<file path="src/rtl/call_stack_if.sv">
// Decoder-to-stack link: push request/data, pop request, combinational top-of-stack return.
// Latency: none of its own; pure wiring between decoder and stack.
// Backpressure: none; the stack accepts every request and reports drops through status flags.
interface call_stack_if #(
  parameter int WIDTH = 8
);
  logic             stack_push_enable;
  logic [WIDTH-1:0] stack_push_data;
  logic             stack_pop_enable;
  logic [WIDTH-1:0] stack_pop_data;

  // Decoder side: issues push/pop, consumes the top-of-stack value
  modport master (
    output stack_push_enable,
    output stack_push_data,
    output stack_pop_enable,
    input  stack_pop_data
  );

  // Stack side: services push/pop, presents the top-of-stack value
  modport slave (
    input  stack_push_enable,
    input  stack_push_data,
    input  stack_pop_enable,
    output stack_pop_data
  );
endinterface

</file>
<file path="src/rtl/call_stack.sv">
// LIFO for decoder PSH/POP data and CAL/RTN return addresses, with occupancy and sticky error status.
// Latency: top-of-stack is combinational (zero-cycle read); push/pop/replace commit on the next rising edge.
// Backpressure: none; pushes while full are dropped (overflow), pops while empty are ignored (underflow).
module call_stack #(
  parameter int DEPTH = 16,
  parameter int WIDTH = 8,
  parameter int CNT_W = $clog2(DEPTH) + 1
) (
  input  logic             clk,
  input  logic             rst,
  call_stack_if.slave      stk,
  input  logic             err_clear,
  output logic             stack_full,
  output logic             stack_empty,
  output logic [CNT_W-1:0] stack_count,
  output logic             stack_overflow,
  output logic             stack_underflow
);
  localparam int AW = $clog2(DEPTH);

  logic [WIDTH-1:0] mem [DEPTH];
  logic [CNT_W-1:0] sp;
  logic [AW-1:0]    top_idx;
  logic [AW-1:0]    wr_idx;

  logic do_replace;
  logic do_push;
  logic do_pop;
  logic ev_overflow;
  logic ev_underflow;

  // sp counts valid entries, so sp-1 addresses the top and sp the next free slot
  assign stack_empty = (sp == '0);
  assign stack_full  = (sp == CNT_W'(DEPTH));
  assign stack_count = sp;
  assign top_idx     = AW'(sp - CNT_W'(1));
  assign wr_idx      = sp[AW-1:0];

  // Empty stack reads as zero rather than exposing a stale entry
  assign stk.stack_pop_data = stack_empty ? '0 : mem[top_idx];

  // Classify this cycle's request into exactly one storage action plus error events
  always_comb begin
    do_replace   = 1'b0;
    do_push      = 1'b0;
    do_pop       = 1'b0;
    ev_overflow  = 1'b0;
    ev_underflow = 1'b0;
    // Push+pop on a non-empty stack overwrites the top in place, even when full
    do_replace   = stk.stack_push_enable && stk.stack_pop_enable && !stack_empty;
    // A push alongside a pop on an empty stack still proceeds
    do_push      = stk.stack_push_enable && !do_replace && !stack_full;
    do_pop       = stk.stack_pop_enable && !stk.stack_push_enable && !stack_empty;
    ev_overflow  = stk.stack_push_enable && !stk.stack_pop_enable && stack_full;
    ev_underflow = stk.stack_pop_enable && stack_empty;
  end

  // Entry storage; never cleared, and writes are suppressed while in reset
  always_ff @(posedge clk) begin
    if (!rst) begin
      if (do_replace) begin
        mem[top_idx] <= stk.stack_push_data;
      end else if (do_push) begin
        mem[wr_idx] <= stk.stack_push_data;
      end
    end
  end

  // Stack pointer saturates at 0 and DEPTH because push/pop are pre-qualified
  always_ff @(posedge clk) begin
    if (rst) begin
      sp <= '0;
    end else if (do_push) begin
      sp <= sp + CNT_W'(1);
    end else if (do_pop) begin
      sp <= sp - CNT_W'(1);
    end
  end

  // Sticky error flags; a new event in the same cycle as err_clear wins
  always_ff @(posedge clk) begin
    if (rst) begin
      stack_overflow  <= 1'b0;
      stack_underflow <= 1'b0;
    end else begin
      if (ev_overflow) begin
        stack_overflow <= 1'b1;
      end else if (err_clear) begin
        stack_overflow <= 1'b0;
      end
      if (ev_underflow) begin
        stack_underflow <= 1'b1;
      end else if (err_clear) begin
        stack_underflow <= 1'b0;
      end
    end
  end
endmodule

</file>
<file path="src/flat_wrapper.sv">
// flat-port wrapper written by rule: the top's interface ports become plain ports
module call_stack_flat 
#(
  parameter int DEPTH = 16,
  parameter int WIDTH = 8,
  parameter int CNT_W = $clog2(DEPTH) + 1
)
  (clk, rst, err_clear, stack_full, stack_empty, stack_count, stack_overflow, stack_underflow, stk_stack_push_enable, stk_stack_push_data, stk_stack_pop_enable, stk_stack_pop_data);
  call_stack_if #(.WIDTH(WIDTH)) stk_i ();
  input  logic clk;
  input  logic rst;
  input  logic err_clear;
  output logic stack_full;
  output logic stack_empty;
  output logic [CNT_W-1:0] stack_count;
  output logic stack_overflow;
  output logic stack_underflow;
  input wire logic [$bits(stk_i.stack_push_enable)-1:0] stk_stack_push_enable;
  input wire logic [$bits(stk_i.stack_push_data)-1:0] stk_stack_push_data;
  input wire logic [$bits(stk_i.stack_pop_enable)-1:0] stk_stack_pop_enable;
  output wire logic [$bits(stk_i.stack_pop_data)-1:0] stk_stack_pop_data;
  assign stk_i.stack_push_enable = stk_stack_push_enable;
  assign stk_i.stack_push_data = stk_stack_push_data;
  assign stk_i.stack_pop_enable = stk_stack_pop_enable;
  assign stk_stack_pop_data = stk_i.stack_pop_data;
  call_stack #(.DEPTH(DEPTH), .WIDTH(WIDTH), .CNT_W(CNT_W)) u_core (.clk(clk), .rst(rst), .stk(stk_i), .err_clear(err_clear), .stack_full(stack_full), .stack_empty(stack_empty), .stack_count(stack_count), .stack_overflow(stack_overflow), .stack_underflow(stack_underflow));
endmodule
</file>
<file path="config.mk">
export PLATFORM = sky130hd
export DESIGN_NAME = call_stack_flat
export DESIGN_NICKNAME = d
export VERILOG_FILES = /design/src/rtl/call_stack_if.sv /design/src/rtl/call_stack.sv /design/src/flat_wrapper.sv
export SDC_FILE = /design/constraint.sdc
export NUM_CORES = 1
export LEC_CHECK = 0
export ABC_AREA = 1
export CAP_MARGIN = 25
export CORE_MARGIN = 3
export CORE_UTILIZATION = 42
export CTS_CLUSTER_SIZE = 40
export DETAILED_ROUTE_END_ITERATION = 8
export GPL_TIMING_DRIVEN = 0
export HOLD_SLACK_MARGIN = 0.1
export PLACE_DENSITY_LB_ADDON = 0.12
export SLEW_MARGIN = 10
export SYNTH_ARGS = -nofsm -noshare
export SYNTH_HDL_FRONTEND = slang
export SYNTH_SLANG_ARGS = --single-unit
</file>
<file path="constraint.sdc">
create_clock -name clk -period 2.4 [get_ports clk]
set_input_delay 0.48 -clock clk [delete_from_list [all_inputs] [get_ports clk]]
set_output_delay 0.48 -clock clk [all_outputs]
set_load 0.01 [all_outputs]
</file>
==> flow_summary.json <==
{
  "start_kind": "flip-flop",
  "ant_nets": 0,
  "clock.fmax_ghz": 0.335,
  "p_per_area_nw_per_um2": 1080,
  "grt_pass1_wl_um": 24300,
  "drv_slew": 0,
  "worst_pin_slew_ns": 0.799,
  "overflow": 0,
  "design_area_sq_um": 8100,
  "die_w_um": 124,
  "ir_drop_uv": 712,
  "clk_latency_ns": 0.42,
  "grt_max_degree": 17,
  "yosysTopAreaCellShare": 0.654,
  "syn_area_sq_um": 5870,
  "post-dp-hpwl_um": 9840,
  "drt_first_pass_iters": 5,
  "grt_pass1_vias": 4162,
  "synthCells": 521,
  "port_buffers": 29,
  "worstSetupEndpointType": "output port",
  "mostFrequentLayoutCells": "128 x edfxtp_1, 123 x nand2_1, 58 x nand3_1",
  "yosysUniqueCellTypes": 32,
  "synth.area.top_cells": "edfxtp_1 65%, nand2_1 9.1%, nand3_1 6.8%",
  "io_pins": 30,
  "finish.utilization": 0.602,
  "cts_tree": "yes",
  "status": "complete, but fails checks",
  "synth.avg_cell_area_sq_um": 11.3,
  "viasPerCell": 5.47,
  "via_count": 4335,
  "first_iter_violations": 333,
  "rsz0062_at_grt": "yes",
  "drc": 0,
  "hp-class": "reg2reg",
  "finalNetCount": 620,
  "wl_per_cell_um": 20.7,
  "wl_um": 16400,
  "setup_ws_ns": -0.585,
  "max-cap-violations": 0,
  "design.die.area_sq_um": 15400,
  "p_leak_uw": 0.00292,
  "cts_buffer_depth": 2,
  "synth_top_area_cell": "edfxtp_1",
  "whs_ns": 0.463,
  "layout-drive-gt1-share": 0.327,
  "critPathKind": "reg2out",
  "fin_crit_sh": 1.24,
  "relSlewSlack": 0.466,
  "syn2layout_area_growth_pct": 37.9,
  "power_uw": 8720,
  "ys_ff_latch": 135,
  "place.gp.congestion": 0.871,
  "fp.dieH_um": 124,
  "worstPathRequired_ns": 1.92,
  "clockRootBuffer": "clkbuf_16",
  "cp.arrival_ns": 2.51,
  "placedInstanceArea_sq_um": 6580,
  "initial_utilization": 0.437,
  "syn_nets": 537,
  "crit_path_max_fanout": 8,
  "min_period_ns": 2.99,
  "antenna_found_initial": 0,
  "cts_sinks": 135,
  "cts-hold-fix-buffers": 0,
  "failed_checks": "setup timing",
  "setup_tns_ns": -3.85,
  "row_count": 42,
  "cts_max_level": 4,
  "diodes": 0,
  "n_fill_cell": 1047,
  "cts.clk_slew.worst_paths_ns": 0.06,
  "hold_viol_final": 0,
  "numCtsBuffers": 17,
  "ys_seq_area_frac": 0.678,
  "coreArea_sq_um": 13500,
  "setup_viol": 8,
  "track_usage": 0.209,
  "yosysWarnings": 0,
  "clock_skew_ns": 0.00568,
  "mostFrequentLayoutCell": "edfxtp_1"
}
[layout make-up]
cell class              count  area (sq um)  share of cell area
flip-flops and latches    135          3990               0.492
inverters                  18          87.6              0.0108
multi-input cells         341          2210               0.273
clock inverters            13           180              0.0222
plain buffers              28           285              0.0352
repair buffers             63           693              0.0856
clock buffers              19           433              0.0534
well taps                 176           220              0.0272
[registers in the layout (all words and copies together) (netlist names)]
register,flops
u_core.stack_underflow,1
u_core.stack_count,5
u_core.mem,128
u_core.stack_overflow,1
[final timing paths]
path	start	end	slack, ns	depth (start not counted)
worst max-delay path	u_core.stack_count[0]	stk_stack_pop_data[6]	-0.59	12
worst max register to register	u_core.stack_count[0]	u_core.mem[1][1]	0.02	13
worst min register to register	u_core.stack_underflow	u_core.stack_underflow	0.46	2
worst min-delay path	u_core.stack_underflow	u_core.stack_underflow	0.46	2
[through the flow]
step / cells / setup WS (ns)
floorplan: 521 / -0.0218
global placement: 726 / -0.985
detailed placement: 726 / -1.00
CTS: 783 / -0.548
global route: 793 / -0.666
finish: 793 / -0.585
[worst max-delay path, stage by stage (launching register included)]
cell and delay (ns):
dfxtp_2 0.34, buf_6 0.12, inv_8 0.03, buf_8 0.11, buf_12 0.12, ha_4 0.28, buf_8 0.15, buf_4 0.13
o21ai_0 0.07, o211ai_1 0.23, nand3_1 0.19, a21oi_2 0.16, buf_2 0.14
[per-layer routing]
| layer | vias to the layer above | track usage | part of all wire |
|---|---|---|---|
| li1 | 2008 | - | - |
| met1 | 2125 | 0.275 | 0.42 |
| met2 | 165 | 0.330 | 0.48 |
| met3 | 37 | 0.0510 | 0.059 |
| met4 | 0 | 0.0967 | 0.032 |
| met5 | - | 0 | 0 |
[Yosys cell counts (all sizes together)]
| cell type | n |
|---|---|
| inv | 18 |
| nand4 | 4 |
| a21oi | 28 |
| buf | 16 |
| xnor2 | 1 |
| xor2 | 3 |
| clkbuf | 12 |
| dfxtp | 7 |
| nor3 | 1 |
| nand2 | 144 |
| o211ai | 4 |
| ha | 3 |
| o21ai | 14 |
| o41ai | 1 |
| edfxtp | 128 |
| a22oi | 7 |
| nand3 | 87 |
| nor2 | 43 |
[logic make-up (layout without fill, tap and decap cells)]
kind of cell / Yosys count / in the layout / synth area share
AOI/OAI and AO/OA: 54 / 54 / 0.0520
xor gates and xnor gates: 4 / 4 / 0.0104
adders and majority gates: 3 / 3 / 0.00639
buffers and inverters: 46 / 141 / 0.0362
DFF: 135 / 135 / 0.678
and+or+nand+nor: 279 / 280 / 0.217
[where the power goes]
part | total, uW | switching, uW | internal (uW)
clock | 2670 | 945 | 1730
combinational | 3340 | 2020 | 1320
sequential | 2710 | 32.7 | 2680
total | 8720 | 3000 | 5730
[timing repair]
action / CTS / global route
setup buffers: 22 / 9
cloned: 3 / 1
endpoints found under the setup margin: 138 / 136
resized for setup: 97 / 67
pin swaps: 26 / 28
Power figures use the tool's default switching activity.
